`src/rtl/pw_multi_pattern_matcher_pkg.sv`:
```
// Shared definitions for the multi-pattern matcher.
// Holds the per-channel action codes, the per-channel state encoding,
// common field widths and a helper that decides whether a programmed
// pattern length is usable.
package pw_multi_pattern_matcher_pkg;

  // Field widths shared by the interface, the top level and the channels
  localparam int PM_BYTE_W     = 8;
  localparam int PM_LEN_W      = 8;
  localparam int PM_ACTION_W   = 2;
  localparam int PM_CHAN_IDX_W = 3;

  // What a channel asks for when it matches
  typedef enum logic [PM_ACTION_W-1:0] {
    PM_NOP     = 2'd0,
    PM_CAPTURE = 2'd1,
    PM_TRIGGER = 2'd2
  } pm_action_e;

  // Per-channel matching state
  typedef enum logic [1:0] {
    PM_IDLE  = 2'd0,
    PM_ARMED = 2'd1,
    PM_FIRED = 2'd2
  } pm_state_e;

  // A length of zero, or one longer than the window, switches the channel off
  function automatic logic lenEnabled(input logic [PM_LEN_W-1:0] len, input int maxBytes);
    return (len != '0) && (int'(len) <= maxBytes);
  endfunction

endpackage

```
`src/rtl/pw_multi_pattern_matcher_if.sv`:
```
// Configuration, data and result bundle of the multi-pattern matcher.
// master : the side that programs patterns and feeds bytes (drives I_*)
// slave  : the matcher itself (drives O_*)
// Packed per-channel fields place channel n at slice n of the vector;
// inside a pattern/mask, byte 0 is the most recently received byte.
interface pw_multi_pattern_matcher_if
  import pw_multi_pattern_matcher_pkg::*;
#(
  parameter int pCHANNELS      = 2,
  parameter int pPATTERN_BYTES = 8,
  parameter int pCOUNT_WIDTH   = 16
) ();

  logic                                          I_arm;
  logic                                          I_oneshot;
  logic [pCHANNELS*pPATTERN_BYTES*PM_BYTE_W-1:0] I_pattern;
  logic [pCHANNELS*pPATTERN_BYTES*PM_BYTE_W-1:0] I_mask;
  logic [pCHANNELS*PM_LEN_W-1:0]                 I_pattern_bytes;
  logic [pCHANNELS*PM_ACTION_W-1:0]              I_action;
  logic [PM_BYTE_W-1:0]                          I_fe_data;
  logic                                          I_fe_data_valid;
  logic                                          I_capturing;
  logic [pCHANNELS-1:0]                          O_match;
  logic [pCHANNELS-1:0]                          O_match_pulse;
  logic [PM_CHAN_IDX_W-1:0]                      O_match_channel;
  logic                                          O_match_capture;
  logic                                          O_match_trigger;
  logic [pCHANNELS*pCOUNT_WIDTH-1:0]             O_hit_count;

  modport master (
    output I_arm, I_oneshot, I_pattern, I_mask, I_pattern_bytes, I_action,
           I_fe_data, I_fe_data_valid, I_capturing,
    input  O_match, O_match_pulse, O_match_channel, O_match_capture,
           O_match_trigger, O_hit_count
  );

  modport slave (
    input  I_arm, I_oneshot, I_pattern, I_mask, I_pattern_bytes, I_action,
           I_fe_data, I_fe_data_valid, I_capturing,
    output O_match, O_match_pulse, O_match_channel, O_match_capture,
           O_match_trigger, O_hit_count
  );

endinterface

```
`src/rtl/pw_pm_channel.sv`:
```
// One pattern channel: masked window compare, IDLE/ARMED/FIRED state
// machine, sticky match flag, registered match pulse and saturating
// hit counter.
// Ports:
//   clk, rst_n       clock and internally synchronised active-low reset
//   i_arm            arm level; i_arm_rise / i_arm_fall its edges
//   i_capture_done   one cycle when the capture-in-progress level drops
//   i_oneshot        stop after the first match until re-armed
//   i_valid          a byte is being shifted in this cycle
//   i_window         window including the incoming byte (byte 0 newest)
//   i_pattern/i_mask this channel's pattern and compare mask
//   i_len            pattern length in bytes
//   i_fill           bytes shifted since arming, before this byte
//   o_hit            combinational match this cycle
//   o_pulse          o_hit delayed by one clock
//   o_sticky         match flag held until capture done or disarm
//   o_count          saturating match count
module pw_pm_channel
  import pw_multi_pattern_matcher_pkg::*;
#(
  parameter int pPATTERN_BYTES = 8,
  parameter int pCOUNT_WIDTH   = 16,
  parameter int pFILL_WIDTH    = 4
) (
  input  logic                                clk,
  input  logic                                rst_n,
  input  logic                                i_arm,
  input  logic                                i_arm_rise,
  input  logic                                i_arm_fall,
  input  logic                                i_capture_done,
  input  logic                                i_oneshot,
  input  logic                                i_valid,
  input  logic [pPATTERN_BYTES*PM_BYTE_W-1:0] i_window,
  input  logic [pPATTERN_BYTES*PM_BYTE_W-1:0] i_pattern,
  input  logic [pPATTERN_BYTES*PM_BYTE_W-1:0] i_mask,
  input  logic [PM_LEN_W-1:0]                 i_len,
  input  logic [pFILL_WIDTH-1:0]              i_fill,
  output logic                                o_hit,
  output logic                                o_pulse,
  output logic                                o_sticky,
  output logic [pCOUNT_WIDTH-1:0]             o_count
);

  pm_state_e                 r_state;
  pm_state_e                 w_state_next;
  logic [pPATTERN_BYTES-1:0] w_byte_ok;
  logic                      w_len_ok;
  logic                      w_fill_ok;
  logic                      w_compare;
  logic                      w_hit;
  logic                      r_pulse;
  logic                      r_sticky;
  logic [pCOUNT_WIDTH-1:0]   r_count;

  // Bytes beyond the programmed length are don't-care; within it only
  // the masked bits must agree with the pattern.
  for (genvar k = 0; k < pPATTERN_BYTES; k++) begin : g_byte
    assign w_byte_ok[k] = (k >= int'(i_len)) ||
      (((i_window[k*PM_BYTE_W +: PM_BYTE_W] ^ i_pattern[k*PM_BYTE_W +: PM_BYTE_W]) &
        i_mask[k*PM_BYTE_W +: PM_BYTE_W]) == '0);
  end

  // The incoming byte counts towards the fill, hence the +1, so that
  // bytes left over from before arming never take part in a match.
  assign w_len_ok  = lenEnabled(i_len, pPATTERN_BYTES);
  assign w_fill_ok = (int'(i_fill) + 1) >= int'(i_len);
  assign w_compare = i_valid & i_arm & w_len_ok & w_fill_ok & (&w_byte_ok);

  // State register
  always_ff @(posedge clk or negedge rst_n) begin
    if (!rst_n) r_state <= PM_IDLE;
    else        r_state <= w_state_next;
  end

  // Next state: disarming always returns to IDLE; a oneshot channel
  // parks in FIRED after its first match until it is disarmed.
  always_comb begin
    w_state_next = r_state;
    if (!i_arm) begin
      w_state_next = PM_IDLE;
    end else begin
      case (r_state)
        PM_IDLE:  w_state_next = (w_hit && i_oneshot) ? PM_FIRED : PM_ARMED;
        PM_ARMED: if (w_hit && i_oneshot) w_state_next = PM_FIRED;
        PM_FIRED: w_state_next = PM_FIRED;
        default:  w_state_next = PM_IDLE;
      endcase
    end
  end

  // Outputs of the state machine: a fired channel suppresses its matches
  always_comb begin
    w_hit = w_compare && (r_state != PM_FIRED);
  end

  // Pulse, sticky flag and counter; a new match beats a clear in the same cycle
  always_ff @(posedge clk or negedge rst_n) begin
    if (!rst_n) begin
      r_pulse  <= 1'b0;
      r_sticky <= 1'b0;
      r_count  <= '0;
    end else begin
      r_pulse <= w_hit;
      if (w_hit)                            r_sticky <= 1'b1;
      else if (i_capture_done || i_arm_fall) r_sticky <= 1'b0;
      if (i_arm_rise)                       r_count <= '0;
      else if (w_hit && !(&r_count))        r_count <= r_count + pCOUNT_WIDTH'(1);
    end
  end

  assign o_hit    = w_hit;
  assign o_pulse  = r_pulse;
  assign o_sticky = r_sticky;
  assign o_count  = r_count;

endmodule

```
`src/rtl/pw_multi_pattern_matcher.sv`:
```
// Multi-channel byte pattern matcher.
// Keeps a sliding window of the most recent valid bytes plus a count of
// bytes seen since arming, and hands both to pCHANNELS independent
// pattern channels. Channel results are merged into registered
// capture/trigger pulses and the lowest matching channel index.
// Ports:
//   fe_clk   sole clock
//   reset_n  asynchronous active-low reset, released synchronously
//   bus      slave side of pw_multi_pattern_matcher_if (config, data, results)
module pw_multi_pattern_matcher
  import pw_multi_pattern_matcher_pkg::*;
#(
  parameter int pCHANNELS      = 2,
  parameter int pPATTERN_BYTES = 8,
  parameter int pCOUNT_WIDTH   = 16
) (
  input  logic                      fe_clk,
  input  logic                      reset_n,
  pw_multi_pattern_matcher_if.slave bus
);

  localparam int lpWIN_W  = pPATTERN_BYTES * PM_BYTE_W;
  localparam int lpFILL_W = $clog2(pPATTERN_BYTES + 1);

  logic [1:0]                        r_rst_sync;
  logic                              w_rst_n;
  logic                              r_arm_d;
  logic                              r_capt_d;
  logic                              w_arm_rise;
  logic                              w_arm_fall;
  logic                              w_capture_done;
  logic [lpWIN_W-1:0]                r_window;
  logic [lpWIN_W-1:0]                w_window_next;
  logic [lpFILL_W-1:0]               r_fill;
  logic [pCHANNELS-1:0]              w_hit;
  logic [pCHANNELS-1:0]              w_pulse;
  logic [pCHANNELS-1:0]              w_sticky;
  logic [pCHANNELS*pCOUNT_WIDTH-1:0] w_count;
  logic                              w_any_capture;
  logic                              w_any_trigger;
  logic [PM_CHAN_IDX_W-1:0]          w_first;
  logic                              r_capture;
  logic                              r_trigger;
  logic [PM_CHAN_IDX_W-1:0]          r_channel;

  // Reset asserts immediately but releases only on a clock edge, so
  // every flop below leaves reset in the same cycle.
  always_ff @(posedge fe_clk or negedge reset_n) begin
    if (!reset_n) r_rst_sync <= 2'b00;
    else          r_rst_sync <= {r_rst_sync[0], 1'b1};
  end
  assign w_rst_n = r_rst_sync[1];

  // Previous arm/capturing levels; reset to 0 so a held-high arm is seen
  // as a fresh rising edge on the first clock after reset.
  always_ff @(posedge fe_clk or negedge w_rst_n) begin
    if (!w_rst_n) begin
      r_arm_d  <= 1'b0;
      r_capt_d <= 1'b0;
    end else begin
      r_arm_d  <= bus.I_arm;
      r_capt_d <= bus.I_capturing;
    end
  end

  assign w_arm_rise     = bus.I_arm & ~r_arm_d;
  assign w_arm_fall     = ~bus.I_arm & r_arm_d;
  assign w_capture_done = ~bus.I_capturing & r_capt_d;

  // Channels compare against the window as it will look once the
  // incoming byte is shifted in, so a match is decided on its own byte.
  if (pPATTERN_BYTES == 1) begin : g_win_single
    assign w_window_next = bus.I_fe_data;
  end else begin : g_win_multi
    assign w_window_next = {r_window[lpWIN_W-PM_BYTE_W-1:0], bus.I_fe_data};
  end

  // Window and fill counter advance only on valid bytes; the fill
  // restarts from zero whenever arming begins.
  always_ff @(posedge fe_clk or negedge w_rst_n) begin
    if (!w_rst_n) begin
      r_window <= '0;
      r_fill   <= '0;
    end else begin
      if (bus.I_fe_data_valid) r_window <= w_window_next;
      if (w_arm_rise) begin
        r_fill <= '0;
      end else if (bus.I_fe_data_valid && (r_fill != lpFILL_W'(pPATTERN_BYTES))) begin
        r_fill <= r_fill + lpFILL_W'(1);
      end
    end
  end

  for (genvar ch = 0; ch < pCHANNELS; ch++) begin : g_channel
    pw_pm_channel #(
      .pPATTERN_BYTES (pPATTERN_BYTES),
      .pCOUNT_WIDTH   (pCOUNT_WIDTH),
      .pFILL_WIDTH    (lpFILL_W)
    ) u_channel (
      .clk            (fe_clk),
      .rst_n          (w_rst_n),
      .i_arm          (bus.I_arm),
      .i_arm_rise     (w_arm_rise),
      .i_arm_fall     (w_arm_fall),
      .i_capture_done (w_capture_done),
      .i_oneshot      (bus.I_oneshot),
      .i_valid        (bus.I_fe_data_valid),
      .i_window       (w_window_next),
      .i_pattern      (bus.I_pattern[ch*lpWIN_W +: lpWIN_W]),
      .i_mask         (bus.I_mask[ch*lpWIN_W +: lpWIN_W]),
      .i_len          (bus.I_pattern_bytes[ch*PM_LEN_W +: PM_LEN_W]),
      .i_fill         (r_fill),
      .o_hit          (w_hit[ch]),
      .o_pulse        (w_pulse[ch]),
      .o_sticky       (w_sticky[ch]),
      .o_count        (w_count[ch*pCOUNT_WIDTH +: pCOUNT_WIDTH])
    );
  end

  // Merge this cycle's matches; scanning downwards leaves the lowest
  // matching index in w_first.
  always_comb begin
    w_any_capture = 1'b0;
    w_any_trigger = 1'b0;
    w_first       = '0;
    for (int ch = pCHANNELS - 1; ch >= 0; ch--) begin
      if (w_hit[ch]) begin
        w_first = PM_CHAN_IDX_W'(ch);
        if (bus.I_action[ch*PM_ACTION_W +: PM_ACTION_W] == PM_CAPTURE) w_any_capture = 1'b1;
        if (bus.I_action[ch*PM_ACTION_W +: PM_ACTION_W] == PM_TRIGGER) w_any_trigger = 1'b1;
      end
    end
  end

  // Registered alongside the channel pulses so all results line up
  always_ff @(posedge fe_clk or negedge w_rst_n) begin
    if (!w_rst_n) begin
      r_capture <= 1'b0;
      r_trigger <= 1'b0;
      r_channel <= '0;
    end else begin
      r_capture <= w_any_capture;
      r_trigger <= w_any_trigger;
      r_channel <= w_first;
    end
  end

  assign bus.O_match         = w_sticky;
  assign bus.O_match_pulse   = w_pulse;
  assign bus.O_match_channel = r_channel;
  assign bus.O_match_capture = r_capture;
  assign bus.O_match_trigger = r_trigger;
  assign bus.O_hit_count     = w_count;

endmodule

```
`src/flat_wrapper.sv`:
```
// flat-port wrapper written by rule: the top's interface ports become plain ports
module pw_multi_pattern_matcher_flat import pw_multi_pattern_matcher_pkg::*;
#(
  parameter int pCHANNELS      = 2,
  parameter int pPATTERN_BYTES = 8,
  parameter int pCOUNT_WIDTH   = 16
)
  (fe_clk, reset_n, bus_I_arm, bus_I_oneshot, bus_I_pattern, bus_I_mask, bus_I_pattern_bytes, bus_I_action, bus_I_fe_data, bus_I_fe_data_valid, bus_I_capturing, bus_O_match, bus_O_match_pulse, bus_O_match_channel, bus_O_match_capture, bus_O_match_trigger, bus_O_hit_count);
  pw_multi_pattern_matcher_if #(.pCHANNELS(pCHANNELS), .pPATTERN_BYTES(pPATTERN_BYTES), .pCOUNT_WIDTH(pCOUNT_WIDTH)) bus_i ();
  input  logic fe_clk;
  input  logic reset_n;
  input wire logic [$bits(bus_i.I_arm)-1:0] bus_I_arm;
  input wire logic [$bits(bus_i.I_oneshot)-1:0] bus_I_oneshot;
  input wire logic [$bits(bus_i.I_pattern)-1:0] bus_I_pattern;
  input wire logic [$bits(bus_i.I_mask)-1:0] bus_I_mask;
  input wire logic [$bits(bus_i.I_pattern_bytes)-1:0] bus_I_pattern_bytes;
  input wire logic [$bits(bus_i.I_action)-1:0] bus_I_action;
  input wire logic [$bits(bus_i.I_fe_data)-1:0] bus_I_fe_data;
  input wire logic [$bits(bus_i.I_fe_data_valid)-1:0] bus_I_fe_data_valid;
  input wire logic [$bits(bus_i.I_capturing)-1:0] bus_I_capturing;
  output wire logic [$bits(bus_i.O_match)-1:0] bus_O_match;
  output wire logic [$bits(bus_i.O_match_pulse)-1:0] bus_O_match_pulse;
  output wire logic [$bits(bus_i.O_match_channel)-1:0] bus_O_match_channel;
  output wire logic [$bits(bus_i.O_match_capture)-1:0] bus_O_match_capture;
  output wire logic [$bits(bus_i.O_match_trigger)-1:0] bus_O_match_trigger;
  output wire logic [$bits(bus_i.O_hit_count)-1:0] bus_O_hit_count;
  assign bus_i.I_arm = bus_I_arm;
  assign bus_i.I_oneshot = bus_I_oneshot;
  assign bus_i.I_pattern = bus_I_pattern;
  assign bus_i.I_mask = bus_I_mask;
  assign bus_i.I_pattern_bytes = bus_I_pattern_bytes;
  assign bus_i.I_action = bus_I_action;
  assign bus_i.I_fe_data = bus_I_fe_data;
  assign bus_i.I_fe_data_valid = bus_I_fe_data_valid;
  assign bus_i.I_capturing = bus_I_capturing;
  assign bus_O_match = bus_i.O_match;
  assign bus_O_match_pulse = bus_i.O_match_pulse;
  assign bus_O_match_channel = bus_i.O_match_channel;
  assign bus_O_match_capture = bus_i.O_match_capture;
  assign bus_O_match_trigger = bus_i.O_match_trigger;
  assign bus_O_hit_count = bus_i.O_hit_count;
  pw_multi_pattern_matcher #(.pCHANNELS(pCHANNELS), .pPATTERN_BYTES(pPATTERN_BYTES), .pCOUNT_WIDTH(pCOUNT_WIDTH)) u_core (.fe_clk(fe_clk), .reset_n(reset_n), .bus(bus_i));
endmodule
```
`config.mk`:
```
export PLATFORM = sky130hd
export DESIGN_NAME = pw_multi_pattern_matcher_flat
export DESIGN_NICKNAME = d
export VERILOG_FILES = /design/src/rtl/pw_multi_pattern_matcher_pkg.sv /design/src/rtl/pw_multi_pattern_matcher_if.sv /design/src/rtl/pw_pm_channel.sv /design/src/rtl/pw_multi_pattern_matcher.sv /design/src/flat_wrapper.sv
export SDC_FILE = /design/constraint.sdc
export NUM_CORES = 1
export LEC_CHECK = 0
export BUFFER_PORTS_ARGS = -buffer_cell sky130_fd_sc_hd__buf_4
export CAP_MARGIN = 20
export CORE_ASPECT_RATIO = 0.5
export CORE_MARGIN = 2
export CORE_UTILIZATION = 48
export CTS_CLUSTER_SIZE = 16
export DETAILED_ROUTE_END_ITERATION = 12
export PLACE_DENSITY = 0.81
export SLEW_MARGIN = 20
export SYNTH_ARGS = -nofsm -noshare
export SYNTH_HDL_FRONTEND = slang
export SYNTH_HIERARCHICAL = 1
export SYNTH_SLANG_ARGS = --single-unit
```
`constraint.sdc`:
```
create_clock -name fe_clk -period 4.2 [get_ports fe_clk]
set_input_delay 0.21 -clock fe_clk [delete_from_list [all_inputs] [get_ports fe_clk]]
set_output_delay 0.21 -clock fe_clk [all_outputs]
set_load 0.03 [all_outputs]
```
==> reports/results.tsv <==
metric	value	unit
Worst-path clk slew	0.08	ns
GR met2 Demand/Resource	53.07	%
Final Hold Viols	0	
Main synth FF type	dfrtp_1	
hold path cells	2	
yosys warns	6	
number of port buffers	328	
Detail Route Antenna Nets	0	
GRT Util Overall	30.82	%
CTS tree	yes	
clk_lat worst skew	0.35	ns
max-cap violations	0	
Core Footprint	15250	µm²
initial antenna violation count	0	
Worst Tran Pin Value	0.9607	ns
met3 Use GR	7.466	%
Pre-antenna DRT Iters	5	
DIE WIDTH	179.8	µm
FF+latch count, synth	107	
post-synth cell types	57	
r2r startpoint	u_core/r_fill[0]	
post-CTS sizing	0	
die area	16520	µm²
reg-to-reg endpoint	u_core/g_channel[1].u_channel/o_count[12]	
post-DP HPWL	20450	µm
met1 Use GR	39.09	%
commonest non-fill, non-tap cell in the layout	buf_4	
Pwr Density	325.8	nW/µm²
first-pass GRT wire length	39470	µm
Yosys top cell by area	dfrtp_1	
Setup crit end kind	register	
synth-to-layout area growth	39.45	%
crit path from	u_core/r_fill[0]	
Setup TNS	0	ns
critical path type	reg2reg	
critical path startpoint category	register	
fin util	67.79	%
ys async rst share	100.0	%
worst reg2reg path depth	10	
Mapped Cells	740	
total power	3369	µW
Sink Count	107	
Final setup viols	0	
RD Place Congestion	1.010	
Tmin final	3.336	ns
relative slew slack	35.95	%
share of the synthesized area in the top cell type	36.11	%
register-to-register setup slack	0.86	ns
worst-case clock skew	0.01293	ns
hold_ws	0.05511	ns
Post-Syn Area	7416	µm²
clock root buffer	clkbuf_16	
Inserted Diodes	0	
arrival time at the worst endpoint	3.57	ns
largest net degree at the start of global routing	72	
final worst-path cycle share	79.43	%
DR WL/cell	19.98	µm
Req. time, crit path	4.44	ns
sequential fraction of the synthesis area	36.11	%
share of cells above drive strength 1	39.63	%
commonest non-fill, non-tap cells in the layout	buf_4, xor2_1, dfrtp_1, mux2_2, a22oi_1	
GRT Max-Usage Layer	met2	
Final #Nets	1379	
Num CTS Buffers	9	
Hold Crit Class	in2reg	
hold_sp	bus_I_action[0]	
Initial Util	48.61	%
DR iter-0 viols	466	
Achievable Freq	299.7	MHz
largest vdd supply drop	203.6	µV
number of global-route vias before repair	7365	
Max Slew Vio Count	0	
RSZ-0062 raised after global routing	no	
site row count	32	
H-tree levels	3	
DR vias/cell	5.652	
Top Ports	331	
Lkg Pwr	0.004969	µW
grt ovf	0	
Remaining DRCs	0	
Post-synth EDFFs	0	
CP max FO	19	
vias after detailed routing	7201	
Die H	91.89	µm
status	completed	
Synth area leaders	dfrtp_1, xor2_1, mux2_2	
Mean Syn Cell Area	10.02	µm²
Longest Clk Path Bufs	2	
Hold EP	u_core/bus.O_match_trigger	
final wirelength	25450	µm
==> per-layer routing <==
metal,share of wire [%],up-vias
met1,43,3547
met4,2.2,0
met5,0,-
li1,-,3352
met2,49,268
met3,6.3,34
==> final cells by class <==
cell class | instances | area [µm²]
inverter | 18 | 67.56
multi-input combinational | 594 | 4528
tap | 204 | 255.2
clock inverter | 5 | 46.29
clock buffer | 11 | 242.7
fill | 1220 | 4913
sequential | 107 | 2681
timing repair buffer | 335 | 2520
==> power by group <==
part	switching [µW]	leakage [µW]	total, µW	internal (µW)
Sequential	267	0.00136	1450	1190
Combinational	488	0.00348	1080	597
Clock	404	0.000136	833	429
==> worst max-delay path by stage <==
stage,slack (ns),end,cells past startpoint
2_1_floorplan,1.0,u_core/bus.O_match_capture,0
6_report,0.86,u_core/g_channel[1].u_channel/o_count[12],10
5_1_grt,0.68,u_core/g_channel[1].u_channel/o_count[12],10
3_5_place_dp,0.87,u_core/g_channel[1].u_channel/o_count[12],10
3_3_place_gp,1.02,u_core/g_channel[1].u_channel/o_count[12],10
4_1_cts,0.86,u_core/g_channel[1].u_channel/o_count[12],10
==> worst max-delay path: stages, from the launching register on <==
cell       delay, ns
dfrtp_1         0.49
ha_1            0.27
and3_1          0.18
ha_1            0.27
nor2_1          0.04
nor3_1          0.23
nand4_1         0.12
nor3_1          0.26
o2111ai_2       0.51
nor4_1          0.50
mux2_1          0.36
==> logic make-up (layout without fill, tap and decap cells) <==
| logic type | Yosys count | in the layout | share of synthesized area (%) |
|---|---|---|---|
| AND/OR/NAND/NOR | 223 | 223 | 16.77 |
| AO/OA/AOI/OAI | 137 | 137 | 13.06 |
| XOR/XNOR | 134 | 134 | 15.83 |
| flip-flops | 107 | 107 | 36.11 |
| multiplexers | 73 | 73 | 11.03 |
| buffers and inverters | 40 | 369 | 3.054 |
| adder cells (fa/ha/maj) | 24 | 24 | 4.049 |
| other | 2 | 3 | 0.1013 |
==> cell usage after synthesis, types with 2 or more instances <==
master / n
a211oi_1: 4
a21o_1: 6
a21oi_1: 25
a22o_1: 2
a22oi_1: 59
a41oi_1: 2
and2_1: 3
and3_1: 11
and4_1: 6
buf_2: 6
buf_4: 3
buf_6: 5
clkbuf_1: 6
clkbuf_8: 2
conb_1: 2
dfrtp_1: 107
ha_1: 24
inv_1: 18
mux2_1: 11
mux2_2: 59
mux2i_1: 3
nand2_1: 39
nand2b_1: 8
nand3_1: 24
nand3b_1: 4
nand4_1: 31
nor2_1: 33
nor2b_1: 20
nor3_1: 15
nor3_2: 2
nor4_1: 3
o21ai_0: 20
o22ai_1: 2
o31ai_1: 6
or3_1: 10
or4_1: 5
or4_4: 2
xnor2_1: 2
xor2_1: 132
==> through the flow <==
stage,worst slack [ns],cells,area [µm²]
2_1_floorplan,0.9986,741,7420
3_3_place_gp,1.019,1256,10030
3_5_place_dp,0.8682,1256,10030
4_1_cts,0.8570,1274,10340
5_1_grt,0.6799,1274,10340
6_report,0.8639,1274,10340
==> sequential cells by signal, indices dropped and copies added, names as in the netlist <==
signal and flops:
u_core/bus.O_match_capture 1, u_core/bus.O_match_channel 1, u_core/bus.O_match_trigger 1, u_core/g_channel.u_channel/o_count 32, u_core/g_channel.u_channel/o_pulse 2, u_core/g_channel.u_channel/o_sticky 2
u_core/g_channel.u_channel/r_state 4, u_core/r_arm_d 1, u_core/r_capt_d 1, u_core/r_fill 4, u_core/r_rst_sync 2, u_core/r_window 56
==> timing repair <==
| item | 4_1_cts | 5_1_grt |
|---|---|---|
| hold buffers | 2 | 0 |
| hold endpoints to repair | 3 | 0 |
| buffers inserted | 0 | 0 |
| endpoints found under the setup margin | 0 | 0 |
Note: power is estimated with default switching activity, not from simulation.
